## config.mk

```make
export PLATFORM = sky130hd
export DESIGN_NAME = uart_mike
export DESIGN_NICKNAME = d
export VERILOG_FILES = /design/src/rtl/uart_mike_pkg.sv /design/src/rtl/uart_mike_baud_cnt.sv /design/src/rtl/uart_mike.sv
export SDC_FILE = /design/constraint.sdc
export NUM_CORES = 1
export LEC_CHECK = 0
export BUFFER_PORTS_ARGS = -buffer_cell sky130_fd_sc_hd__buf_2
export CAP_MARGIN = 20
export CORE_MARGIN = 2
export CORE_UTILIZATION = 41
export CTS_CLUSTER_DIAMETER = 150
export DETAILED_ROUTE_END_ITERATION = 7
export PLACE_DENSITY_LB_ADDON = 0.12
export SETUP_SLACK_MARGIN = 0.02
export SLEW_MARGIN = 30
export SYNTH_ARGS = -nofsm -noshare
export SYNTH_HDL_FRONTEND = slang
export SYNTH_SLANG_ARGS = --single-unit
```

## constraint.sdc

```tcl
create_clock -name clk -period 5 [get_ports clk]
set_input_delay 0 -clock clk [delete_from_list [all_inputs] [get_ports clk]]
set_output_delay 0 -clock clk [all_outputs]
set_load 0.05 [all_outputs]
```

## src/rtl/uart_mike_pkg.sv

```systemverilog
// Shared constants and FSM state types for the uart_mike serial block.
// Frames are start, LSB-first data, odd parity, stop.
package uart_mike_pkg;

  localparam int UART_DATA_WIDTH   = 8;
  localparam int UART_CLKS_PER_BIT = 10;

  typedef enum logic [2:0] {
    RX_IDLE,
    RX_START,
    RX_DATA,
    RX_PARITY,
    RX_STOP
  } rx_state_e;

  typedef enum logic [2:0] {
    TX_IDLE,
    TX_START,
    TX_DATA,
    TX_PARITY,
    TX_STOP
  } tx_state_e;

endpackage

```

## src/rtl/uart_mike_baud_cnt.sv

```systemverilog
// Bit-period counter: wraps every CLKS_PER_BIT cycles and is held at zero while restart is high.
// mid_tick marks the centre of a bit and end_tick marks its last cycle.
module uart_mike_baud_cnt
  import uart_mike_pkg::*;
#(
  parameter int CLKS_PER_BIT = UART_CLKS_PER_BIT
) (
  input  logic clk,
  input  logic n_rst,
  input  logic restart,
  output logic mid_tick,
  output logic end_tick
);

  localparam int CW = $clog2(CLKS_PER_BIT);
  localparam logic [CW-1:0] MID_CNT = CW'(CLKS_PER_BIT / 2);
  localparam logic [CW-1:0] END_CNT = CW'(CLKS_PER_BIT - 1);

  logic [CW-1:0] cnt_q, cnt_d;

  always_comb begin
    cnt_d = cnt_q + CW'(1);
    if (restart || (cnt_q == END_CNT)) begin
      cnt_d = '0;
    end
  end

  always_ff @(posedge clk) begin
    if (n_rst) begin
      cnt_q <= '0;
    end else begin
      cnt_q <= cnt_d;
    end
  end

  assign mid_tick = (cnt_q == MID_CNT);
  assign end_tick = (cnt_q == END_CNT);

endmodule

```

## src/rtl/uart_mike.sv

```systemverilog
// Full-duplex UART with odd parity; RX and TX run independently, each with its own bit-period counter.
// Reset is synchronous and asserted while n_rst is high.
module uart_mike
  import uart_mike_pkg::*;
#(
  parameter int CLKS_PER_BIT = UART_CLKS_PER_BIT,
  parameter int DATA_W       = UART_DATA_WIDTH
) (
  input  logic              clk,
  input  logic              n_rst,
  input  logic [DATA_W-1:0] tx_data,
  input  logic              tx_send,
  input  logic              rx,
  output logic              tx,
  output logic              parity_error,
  output logic              rx_flag,
  output logic [DATA_W-1:0] rx_data,
  input  logic              rx_flag_clr
);

  localparam int IW = $clog2(DATA_W + 1);
  localparam logic [IW-1:0] LAST_BIT = IW'(DATA_W - 1);

  logic rx_meta_q, rx_sync_q;
  rx_state_e rx_state_q, rx_state_d;
  logic [IW-1:0] rx_idx_q, rx_idx_d;
  logic [DATA_W-1:0] rx_shift_q, rx_shift_d;
  logic [DATA_W-1:0] rx_data_q, rx_data_d;
  logic rx_par_q, rx_par_d;
  logic parity_error_q, parity_error_d;
  logic rx_flag_q, rx_flag_d;
  logic rx_mid_tick, rx_end_tick;

  tx_state_e tx_state_q, tx_state_d;
  logic [IW-1:0] tx_idx_q, tx_idx_d;
  logic [DATA_W-1:0] tx_shift_q, tx_shift_d;
  logic tx_par_q, tx_par_d;
  logic tx_q, tx_d;
  logic tx_mid_tick, tx_end_tick;

  logic unused_ticks;
  assign unused_ticks = rx_end_tick ^ tx_mid_tick;

  uart_mike_baud_cnt #(.CLKS_PER_BIT(CLKS_PER_BIT)) u_rx_baud (
    .clk     (clk),
    .n_rst   (n_rst),
    .restart (rx_state_q == RX_IDLE),
    .mid_tick(rx_mid_tick),
    .end_tick(rx_end_tick)
  );

  uart_mike_baud_cnt #(.CLKS_PER_BIT(CLKS_PER_BIT)) u_tx_baud (
    .clk     (clk),
    .n_rst   (n_rst),
    .restart (tx_state_q == TX_IDLE),
    .mid_tick(tx_mid_tick),
    .end_tick(tx_end_tick)
  );

  // Receiver samples each bit once at its centre; a set on the stop sample beats a clear.
  always_comb begin
    rx_state_d     = rx_state_q;
    rx_idx_d       = rx_idx_q;
    rx_shift_d     = rx_shift_q;
    rx_par_d       = rx_par_q;
    rx_data_d      = rx_data_q;
    parity_error_d = parity_error_q;
    rx_flag_d      = rx_flag_clr ? 1'b0 : rx_flag_q;
    case (rx_state_q)
      RX_IDLE: begin
        if (!rx_sync_q) rx_state_d = RX_START;
      end
      RX_START: begin
        if (rx_mid_tick) begin
          rx_state_d = rx_sync_q ? RX_IDLE : RX_DATA;
          rx_idx_d   = '0;
        end
      end
      RX_DATA: begin
        if (rx_mid_tick) begin
          rx_shift_d = {rx_sync_q, rx_shift_q[DATA_W-1:1]};
          if (rx_idx_q == LAST_BIT) rx_state_d = RX_PARITY;
          else rx_idx_d = rx_idx_q + IW'(1);
        end
      end
      RX_PARITY: begin
        if (rx_mid_tick) begin
          rx_par_d   = rx_sync_q;
          rx_state_d = RX_STOP;
        end
      end
      RX_STOP: begin
        if (rx_mid_tick) begin
          rx_data_d      = rx_shift_q;
          parity_error_d = ~(^{rx_par_q, rx_shift_q});
          rx_flag_d      = 1'b1;
          rx_state_d     = RX_IDLE;
        end
      end
      default: rx_state_d = RX_IDLE;
    endcase
  end

  always_comb begin
    tx_state_d = tx_state_q;
    tx_idx_d   = tx_idx_q;
    tx_shift_d = tx_shift_q;
    tx_par_d   = tx_par_q;
    tx_d       = tx_q;
    case (tx_state_q)
      TX_IDLE: begin
        if (tx_send) begin
          tx_shift_d = tx_data;
          tx_par_d   = ~(^tx_data);
          tx_d       = 1'b0;
          tx_state_d = TX_START;
        end
      end
      TX_START: begin
        if (tx_end_tick) begin
          tx_d       = tx_shift_q[0];
          tx_shift_d = {1'b0, tx_shift_q[DATA_W-1:1]};
          tx_idx_d   = '0;
          tx_state_d = TX_DATA;
        end
      end
      TX_DATA: begin
        if (tx_end_tick) begin
          if (tx_idx_q == LAST_BIT) begin
            tx_d       = tx_par_q;
            tx_state_d = TX_PARITY;
          end else begin
            tx_d       = tx_shift_q[0];
            tx_shift_d = {1'b0, tx_shift_q[DATA_W-1:1]};
            tx_idx_d   = tx_idx_q + IW'(1);
          end
        end
      end
      TX_PARITY: begin
        if (tx_end_tick) begin
          tx_d       = 1'b1;
          tx_state_d = TX_STOP;
        end
      end
      TX_STOP: begin
        if (tx_end_tick) tx_state_d = TX_IDLE;
      end
      default: begin
        tx_d       = 1'b1;
        tx_state_d = TX_IDLE;
      end
    endcase
  end

  always_ff @(posedge clk) begin
    if (n_rst) begin
      rx_meta_q      <= 1'b1;
      rx_sync_q      <= 1'b1;
      rx_state_q     <= RX_IDLE;
      rx_idx_q       <= '0;
      rx_shift_q     <= '0;
      rx_par_q       <= 1'b0;
      rx_data_q      <= '0;
      parity_error_q <= 1'b0;
      rx_flag_q      <= 1'b0;
      tx_state_q     <= TX_IDLE;
      tx_idx_q       <= '0;
      tx_shift_q     <= '0;
      tx_par_q       <= 1'b0;
      tx_q           <= 1'b1;
    end else begin
      rx_meta_q      <= rx;
      rx_sync_q      <= rx_meta_q;
      rx_state_q     <= rx_state_d;
      rx_idx_q       <= rx_idx_d;
      rx_shift_q     <= rx_shift_d;
      rx_par_q       <= rx_par_d;
      rx_data_q      <= rx_data_d;
      parity_error_q <= parity_error_d;
      rx_flag_q      <= rx_flag_d;
      tx_state_q     <= tx_state_d;
      tx_idx_q       <= tx_idx_d;
      tx_shift_q     <= tx_shift_d;
      tx_par_q       <= tx_par_d;
      tx_q           <= tx_d;
    end
  end

  assign tx           = tx_q;
  assign rx_data      = rx_data_q;
  assign parity_error = parity_error_q;
  assign rx_flag      = rx_flag_q;

endmodule

```

==> results of run 1 <==
through the flow:
stage          hold WS [ps]  cell area (um2)  total power, mW
2_1_floorplan           104             2490            0.500
3_3_place_gp            209             2610            0.512
3_5_place_dp            214             2610            0.513
4_1_cts                47.7             2750            0.806
5_1_grt                56.9             2750            0.832
6_report               53.7             2750            0.795
layer usage:
metal | share of wire (%) | vias to the layer above | routed length [um] | global-route usage [%]
li1 | - | 994 | - | -
met1 | 52 | 859 | 2370 | 20.8
met2 | 44 | 24 | 2030 | 23.7
met3 | 3.1 | 2 | 141 | 4.07
met4 | 0.59 | 0 | 27 | 4.50
met5 | 0 | - | 0 | 0
state kept, by name, summed over array words and instances (netlist names), 3 cells and up:
| register | cells |
|---|---|
| rx_idx_q | 4 |
| tx_shift_q | 8 |
| tx_idx_q | 4 |
| u_rx_baud.cnt_q | 4 |
| u_tx_baud.cnt_q | 4 |
| rx_state_q | 3 |
| rx_data | 8 |
| tx_state_q | 3 |
| rx_shift_q | 8 |
power by group through the flow:
stage	Sequential, mW	Combinational [mW]	Clock, mW
3_5_place_dp	0.451	0.0622	0
4_1_cts	0.441	0.0642	0.301
2_1_floorplan	0.449	0.0512	0
6_report	0.441	0.0630	0.291
3_3_place_gp	0.450	0.0621	0
5_1_grt	0.443	0.0716	0.318
path summary, 6_finish.rpt:
check	from	end
max	u_rx_baud.cnt_q[0]$_SDFF_PP0_	rx_data[5]$_SDFFE_PP0P_
min	tx_data[4]	tx_shift_q[4]$_SDFFE_PP0P_
max reg2reg	u_rx_baud.cnt_q[0]$_SDFF_PP0_	rx_data[5]$_SDFFE_PP0P_
min reg2reg	rx_meta_q$_SDFF_PP1_	rx_sync_q$_SDFF_PP1_
synthesized netlist by cell type, drive strengths merged, types with 3 or more instances:
library cell	n	area share (%)
a211oi	8	3.3
a21oi	22	4.7
and3b	3	1.1
buf	6	1.7
clkbuf	11	1.7
dfxtp	53	43
ha	6	3.0
inv	7	1.1
mux2i	17	6.8
nand2	17	2.6
nand2b	5	1.6
nand3	15	3.2
nand3b	4	1.2
nor2	40	6.0
nor2b	3	0.75
nor3	6	1.2
nor3b	3	1.1
o21a	3	0.91
o21ai	6	1.2
or3	4	1.0
xnor2	16	5.6
xor2	4	1.4
area by class of cell:
class | count | area [um2]
multi-input cells | 202 | 1320
clock buffers | 6 | 72.6
clock inverters | 2 | 38.8
well taps | 75 | 93.8
flip-flops and latches | 53 | 1060
repair buffers | 26 | 145
fillers | 597 | 3130
inverters | 7 | 26.3
cell families after synthesis:
group | count (synthesis) | synth area share, %
AND/OR/NAND/NOR | 109 | 22.2
flip-flops | 53 | 42.7
AO/OA/AOI/OAI | 49 | 13.3
buffers and inverters | 24 | 4.43
XOR/XNOR | 20 | 7.05
multiplexers | 18 | 7.30
adder cells (fa/ha/maj) | 6 | 3.02
worst max-delay path: cells and delay by family, from the launching register on:
| kind | cells | cell delay (ps) |
|---|---|---|
| muxes | 1 | 320 |
| adders and majority gates | 1 | 200 |
| and+or+nand+nor | 3 | 1120 |
| DFF | 1 | 390 |
==> results.py, run 1 <==
metrics = {
    "power": {
        "p_sw_share_pct": 22.9,
        "p_per_area_nw_per_um2": 289,
        "comb_power_share_pct": 7.9,
        "p_switching_mw": 0.182,
        "leakage_nw": 1.07,
        "p_int_mw": 0.613,
        "vdd_drop_max_mv": 0.174,
        "p_clk_share_pct": 36.7,
        "seqPwrFrac_pct": 55.4,
    },
    "sta": {
        "max_freq_ghz": 0.459,
        "relSlewSlack_pct": 41.5,
        "grt_setup_unrepaired": "false",
        "finalCriticalPeriod_ps": 2180,
        "fin_crit_sh_pct": 43.6,
        "worst_pin_slew_ps": 878,
        "setup_tns_ps": 0,
        "finalClockSkew_ps": 9.77,
        "layout_setup_ws_ps": 2820,
        "setup_viol": 0,
        "hold_viol": 0,
        "finalMaxSlewViolations": 0,
    },
    "worst_hold_path": {
        "whs_path_depth": 3,
        "hold_class": "in -> reg",
    },
    "routing": {
        "via_per_inst": 5.06,
        "first_iter_violations": 89,
        "drc_errors": 0,
        "drt-total-wl_um": 4560,
        "drt_pre_antenna_iters": 4,
        "num_vias": 1879,
        "final_antenna_net_count": 0,
        "post_drt_wl_per_cell_um": 12.3,
    },
    "placement": {
        "portBuffers": 23,
        "hpwl_um": 3090,
        "globalplace.congestion": 0.738,
        "place_ws_ps": 2850,
        "dp.cells": 360,
    },
    "cts": {
        "numCtsBuffers": 5,
        "ctsRootBufferMaster": "clkbuf_8",
        "cts.clk_slew.worst_paths_ps": 100,
        "cts_resized": 0,
        "cts_buffer_depth": 2,
        "tritoncts": "built",
        "holdBufCountCts": 3,
        "cts_max_level": 2,
        "cts_sinks": 53,
        "clock_latency_ps": 310,
        "cts_setup_buffers": 0,
    },
    "global_route": {
        "antenna_found_initial": 0,
        "grt_pass1_wl_um": 8010,
        "grt_max_degree": 48,
        "overflow": 0,
        "track_usage_pct": 15.3,
        "grt_pass1_vias": 1764,
    },
    "critical_path": {
        "crit_type": "reg -> reg",
        "ff2ff_path_depth": 5,
        "crit_required_ps": 5170,
        "slowest_delay_ps": 580,
        "cp_max_fo": 14,
        "r2r_slack_ps": 2820,
        "startpoint_type": "register",
        "worstSetupEndpointType": "register",
        "path_cells": "ha_1 > and3b_1 > nand3_1 > mux2i_1 > nor2_1",
        "slowest_stage": "nand3_1",
        "cp.arrival_ps": 2340,
    },
    "synthesis": {
        "ys_ff_latch": 53,
        "yosys_warnings": 0,
        "synth_cell_type_count": 44,
        "synth_fp_nets": 298,
        "synth_cells": 279,
        "ys_seq_area_share_pct": 42.7,
        "async_reset_ff_share_pct": 0,
        "synth_edf_count": 0,
        "synthFlopType": "dfxtp_1",
        "synth_area_per_cell_um2": 8.91,
        "syn-cell-area_um2": 2490,
    },
    "layout": {
        "finalNonFillerCells": 371,
        "antenna_cells": 0,
        "final_cell_mix": "dfxtp_1, nor2_1, buf_2",
        "nNetsFinal": 314,
        "drive_gt1_share_pct": 13.9,
        "syn_to_final_growth_pct": 10.7,
        "postLayoutCoreUtil_pct": 46.8,
        "layout_commonest_cell": "dfxtp_1",
    },
    "job": {
        "maxCapViolations": 0,
    },
    "floorplan": {
        "core_area_um2": 5890,
        "fp.dieH_um": 81.9,
        "fp.dieW_um": 81.9,
        "start_util_pct": 42.2,
        "die_area_um2": 6700,
        "ios": 24,
        "placementRows": 28,
    },
    "status": {
        "status": "completed",
    },
}
No activity file was read; power rests on OpenSTA's default activity.
==> run 2: changes to the inputs <==
==> constraint.sdc (replaced) <==
create_clock -name clk -period 2.1 [get_ports clk]
set_input_delay 0 -clock clk [delete_from_list [all_inputs] [get_ports clk]]
set_output_delay 0 -clock clk [all_outputs]
set_load 0.05 [all_outputs]
==> run 2 against run 1 <==
Against the previous run: critical path depth up 1; count of clock-buffer cells in the layout down 1; highest routed layer unchanged; global-route usage barely moved; register-to-register slack got worse by 2500 ps; fmax is 21% higher; clock skew shrank 0.72 ps; flip-flop and latch count is the same; sequential share of layout area decreased by 0.69 points; combinational power grew to 2.5 times the previous value; via count up 1.8%; non-clock buffer count is 9 higher; critical endpoint is now tx_idx_q[1]$_SDFFE_PP0P_.
==> results.py, run 2 (synthesis gave the netlist of run 1 again) <==
metrics = {
    "sta": {
        "max_freq_ghz": 0.555,
        "worst_pin_slew_ps": 542,
        "setup_viol": 0,
        "setup_tns_ps": 0,
        "grt_setup_unrepaired": "false",
        "relSlewSlack_pct": 63.8,
        "holdWs_ps": 39.0,
        "finalClockSkew_ps": 9.05,
        "finalCriticalPeriod_ps": 1800,
        "hold_viol": 0,
        "fin_crit_sh_pct": 85.8,
        "finalMaxSlewViolations": 0,
    },
    "critical_path": {
        "cp_max_fo": 5,
        "slowest_stage": "or3_1",
        "slowest_delay_ps": 380,
        "cp.arrival_ps": 2050,
        "setup.worst_path.end": "tx_idx_q[1]$_SDFFE_PP0P_",
        "crit_required_ps": 2350,
        "r2r-start": "tx_idx_q[0]$_SDFFE_PP0P_",
        "r2r_end": "tx_idx_q[1]$_SDFFE_PP0P_",
        "ff2ff_path_depth": 6,
        "startpoint_type": "register",
        "crit_type": "reg -> reg",
        "cp-startpoint": "tx_idx_q[0]$_SDFFE_PP0P_",
        "r2r_slack_ps": 300,
        "worstSetupEndpointType": "register",
        "path_cells": "ha_1 > nand3b_1 > nand2b_1 > a211o_1 > or3_1 > a21oi_2",
    },
    "routing": {
        "drc_errors": 0,
        "num_vias": 1913,
        "drt_pre_antenna_iters": 4,
        "drt-total-wl_um": 4630,
        "via_per_inst": 5.03,
        "post_drt_wl_per_cell_um": 12.2,
        "first_iter_violations": 93,
        "final_antenna_net_count": 0,
    },
    "floorplan": {
        "ios": 24,
        "die_area_um2": 6700,
        "placementRows": 28,
        "core_area_um2": 5890,
        "fp.dieH_um": 81.9,
        "start_util_pct": 42.2,
        "fp.dieW_um": 81.9,
    },
    "cts": {
        "cts_buffer_depth": 2,
        "clock_latency_ps": 310,
        "numCtsBuffers": 5,
        "ctsRootBufferMaster": "clkbuf_8",
        "cts_resized": 0,
        "cts.clk_slew.worst_paths_ps": 100,
        "cts_max_level": 2,
        "cts_setup_buffers": 0,
        "cts_sinks": 53,
        "tritoncts": "built",
    },
    "layout": {
        "final_cell_mix": "dfxtp_1, nor2_1, buf_2",
        "drive_gt1_share_pct": 16.7,
        "antenna_cells": 0,
        "layout_commonest_cell": "dfxtp_1",
        "nNetsFinal": 323,
        "syn_to_final_growth_pct": 12.7,
    },
    "power": {
        "power.total_mw": 1.81,
        "vdd_drop_max_mv": 0.287,
        "leakage_nw": 1.11,
        "p_per_area_nw_per_um2": 646,
    },
    "global_route": {
        "overflow": 0,
        "grt_pass1_wl_um": 8050,
        "grt_max_degree": 29,
        "antenna_found_initial": 0,
        "grt_pass1_vias": 1729,
        "track_usage_pct": 15.3,
    },
    "worst_hold_path": {
        "whs_path_depth": 3,
        "hold_class": "in -> reg",
    },
    "placement": {
        "portBuffers": 23,
        "globalplace.congestion": 0.696,
        "hpwl_um": 3180,
    },
    "job": {
        "maxCapViolations": 0,
    },
    "status": {
        "status": "completed",
    },
}
run 2: critical path: cells and delay by family (launching register included):
| kind | cells | cell delay (ps) |
|---|---|---|
| and+or+nand+nor | 3 | 660 |
| AOI/OAI and AO/OA | 2 | 500 |
| DFF | 1 | 350 |
| adders and majority gates | 1 | 240 |
run 2: power breakdown:
| part | internal [mW] | leakage (nW) | switching [mW] | total (mW) |
|---|---|---|---|---|
| combinational | 0.0759 | 0.632 | 0.0819 | 0.158 |
| clock | 0.241 | 0.0447 | 0.360 | 0.602 |
| sequential | 1.03 | 0.430 | 0.0198 | 1.05 |
| total | 1.35 | 1.11 | 0.462 | 1.81 |
run 2: how the worst min path moves through the flow:
stage	slack (ps)	startpoint	endpoint
6_report	40	tx_data[1]	tx_shift_q[1]$_SDFFE_PP0P_
5_1_grt	50	tx_data[1]	tx_shift_q[1]$_SDFFE_PP0P_
4_1_cts	40	tx_data[4]	tx_shift_q[4]$_SDFFE_PP0P_
3_5_place_dp	220	rx	rx_meta_q$_SDFF_PP1_
3_3_place_gp	210	rx	rx_meta_q$_SDFF_PP1_
2_1_floorplan	100	rx	rx_meta_q$_SDFF_PP1_
run 2: layer usage:
layer	share of wire, %	global-route usage (%)	vias to the layer above
li1	-	-	1012
met1	54	21.6	872
met2	42	22.4	23
met3	2.9	3.63	6
met4	1.5	5.50	0
met5	0	0	-
run 2: final cells by class:
type	instances	area [um2]
fill	600	3080
sequential	53	1060
timing repair buffer	35	213
multi-input combinational	202	1320
tap	75	93.8
inverter	7	26.3
clock buffer	5	68.8
clock inverter	3	25.0
run 2: stage by stage:
step                      std cells  utilization, %  setup WS, ps  cell area, um2
after floorplan                 279               -           427            2490
after global placement          369            45.5           345            2680
after detailed placement        369            45.5           315            2680
after CTS                       380            47.6           288            2800
after global routing            380            47.6           102            2800
final                           380            47.6           299            2800
run 2: timing repair:
action / CTS / global route
hold endpoints to repair: 3 / 0
hold buffers: 3 / 0
endpoints found under the setup margin: 0 / 0
==> run 3: changes to the inputs <==
--- a/config.mk
+++ b/config.mk
@@ -8,7 +8,7 @@
 export BUFFER_PORTS_ARGS = -buffer_cell sky130_fd_sc_hd__buf_2
 export CAP_MARGIN = 20
 export CORE_MARGIN = 2
-export CORE_UTILIZATION = 41
+export CORE_UTILIZATION = 58
 export CTS_CLUSTER_DIAMETER = 150
 export DETAILED_ROUTE_END_ITERATION = 7
 export PLACE_DENSITY_LB_ADDON = 0.12
==> run 3 against run 2 <==
Against the previous run: hold slack worse by 2.3 ps; combinational power barely moved; flip-flop and latch count stayed put; setup slack worse by 52 ps; via count is 1.8% higher; sequential power about the same; critical path depth up 1; utilization rose by 21 points; largest cell class unchanged; largest power group unchanged.
==> results.py, run 3 (synthesis gave the netlist of run 1 again) <==
metrics = {
    "global_route": {
        "antenna_found_initial": 0,
        "grt_pass1_wl_um": 7830,
        "grt_max_degree": 26,
        "grt_pass1_vias": 1754,
        "track_usage_pct": 19.7,
        "overflow": 0,
    },
    "layout": {
        "syn_to_final_growth_pct": 12.4,
        "fill_cells": 332,
        "design_area_um2": 2790,
        "antenna_cells": 0,
        "drive_gt1_share_pct": 16.4,
        "postLayoutCoreUtil_pct": 68.9,
        "final_cell_mix": "dfxtp_1, nor2_1, buf_2",
        "nNetsFinal": 323,
        "layout_commonest_cell": "dfxtp_1",
    },
    "routing": {
        "post_drt_wl_per_cell_um": 12.7,
        "drc_errors": 0,
        "first_iter_violations": 125,
        "drt_pre_antenna_iters": 6,
        "drt-total-wl_um": 4490,
        "num_vias": 1948,
        "final_antenna_net_count": 0,
        "via_per_inst": 5.49,
    },
    "power": {
        "p_switching_mw": 0.425,
        "power.total_mw": 1.92,
        "vdd_drop_max_mv": 0.466,
        "seqPwrFrac_pct": 54.7,
        "leakage_nw": 1.12,
        "p_int_mw": 1.49,
        "p_clk_share_pct": 37.1,
        "p_sw_share_pct": 22.1,
        "comb_power_share_pct": 8.2,
        "p_per_area_nw_per_um2": 687,
    },
    "sta": {
        "setup_tns_ps": 0,
        "finalCriticalPeriod_ps": 1850,
        "finalClockSkew_ps": 4.08,
        "worst_pin_slew_ps": 523,
        "layout_setup_ws_ps": 247,
        "setup_viol": 0,
        "grt_setup_unrepaired": "false",
        "finalMaxSlewViolations": 0,
        "fin_crit_sh_pct": 88.2,
        "relSlewSlack_pct": 64.8,
        "hold_viol": 0,
        "max_freq_ghz": 0.540,
    },
    "cts": {
        "cts_max_level": 2,
        "ctsRootBufferMaster": "clkbuf_8",
        "cts_setup_buffers": 0,
        "cts_buffer_depth": 2,
        "tritoncts": "built",
        "cts_sinks": 53,
        "clock_latency_ps": 310,
        "cts.clk_slew.worst_paths_ps": 90,
        "numCtsBuffers": 5,
    },
    "critical_path": {
        "cp.arrival_ps": 2070,
        "r2r_slack_ps": 250,
        "worstSetupEndpointType": "register",
        "cp_num_buf_inv": 1,
        "path_cells": "ha_1 > nand3b_1 > o21a_1 > a211oi_4 > buf_4 > nor2_1 > a211oi_1",
        "path_delay_family": "compound AO/OA/AOI/OAI gates",
        "slowest_stage": "dfxtp_1",
        "slowest_delay_ps": 390,
        "crit_type": "reg -> reg",
        "crit_required_ps": 2310,
        "r2r-start": "u_tx_baud.cnt_q[0]$_SDFF_PP0_",
        "ff2ff_path_depth": 7,
        "r2r_end": "tx_shift_q[3]$_SDFFE_PP0P_",
        "startpoint_type": "register",
        "cp_max_fo": 16,
    },
    "status": {
        "status": "completed",
    },
    "job": {
        "maxCapViolations": 0,
    },
    "placement": {
        "portBuffers": 23,
        "place_ws_ps": 252,
        "globalplace.congestion": 0.785,
        "hpwl_um": 3100,
        "place_area_um2": 2650,
    },
    "worst_hold_path": {
        "hold_class": "in -> reg",
        "whs_path_depth": 3,
        "worstHoldEndpoint": "tx_shift_q[1]$_SDFFE_PP0P_",
        "min_from": "tx_data[1]",
    },
    "floorplan": {
        "start_util_pct": 61.3,
        "fp.dieW_um": 69.5,
        "core_area_um2": 4060,
        "ios": 24,
        "fp.dieH_um": 69.5,
        "placementRows": 23,
        "die_area_um2": 4830,
    },
}
==> run 3: changes by cell type in the layout (fill, tap and decap cells not counted), sizes merged <==
| cell | delta |
|---|---|
| clkinv | -1 |
| clkbuf | +2 |
| bufinv | +1 |
| inv | -1 |
| clkinvlp | -1 |
==> run 3: worst register-to-register path, delay by kind of cell (launching register included) <==
kind,cells,cell delay [ps]
AO/OA/AOI/OAI,3,720
adder cells (fa/ha/maj),1,180
buffers and inverters,1,240
flip-flops,1,390
AND/OR/NAND/NOR,2,240
==> run 3: worst max path at each step <==
stage                                             start                         end  slack [ps]  cells past startpoint
after floorplan           u_tx_baud.cnt_q[0]$_SDFF_PP0_  tx_shift_q[5]$_SDFFE_PP0P_         430                      8
after global placement         tx_idx_q[0]$_SDFFE_PP0P_    tx_idx_q[1]$_SDFFE_PP0P_         370                      6
after detailed placement  u_tx_baud.cnt_q[0]$_SDFF_PP0_  tx_shift_q[3]$_SDFFE_PP0P_         250                      7
after CTS                 u_tx_baud.cnt_q[0]$_SDFF_PP0_  tx_shift_q[3]$_SDFFE_PP0P_         220                      7
after global routing      u_rx_baud.cnt_q[0]$_SDFF_PP0_       rx_par_q$_SDFFE_PP0P_          90                      6
final                     u_tx_baud.cnt_q[0]$_SDFF_PP0_  tx_shift_q[3]$_SDFFE_PP0P_         250                      7
==> run 3: metal layers <==
layer	track usage [%]	share of wire, %
met1	25.4	49
met2	32.6	46
met3	4.36	3.1
met4	6.54	1.4
met5	0	0
==> run 3: area by class of cell <==
class                      instances  area [um2]  share of cell area [%]
multi-input combinational        202        1320                    47.1
sequential                        53        1060                    38.0
timing repair buffer              35         213                    7.61
clock buffer                       7        86.3                    3.09
tap                               50        62.6                    2.24
clock inverter                     1        30.0                    1.07
inverter                           7        26.3                   0.940
==> run 3: power by group through the flow <==
stage	registers [mW]	logic, mW	clock network, mW
2_1_floorplan	1.07	0.122	0
3_3_place_gp	1.07	0.150	0
3_5_place_dp	1.07	0.155	0
4_1_cts	1.05	0.159	0.736
5_1_grt	1.05	0.175	0.771
6_report	1.05	0.158	0.712
==> run 3: metrics by stage <==
stage,hold slack (ps),instances
2_1_floorplan,104,279
3_3_place_gp,188,344
3_5_place_dp,197,344
4_1_cts,32.8,355
5_1_grt,44.6,355
6_report,36.6,355
==> run 3: repair_timing <==
action	CTS	global route
hold buffers	3	0
hold endpoints to repair	3	0
setup endpoints to repair	0	0
gates resized for setup	0	0
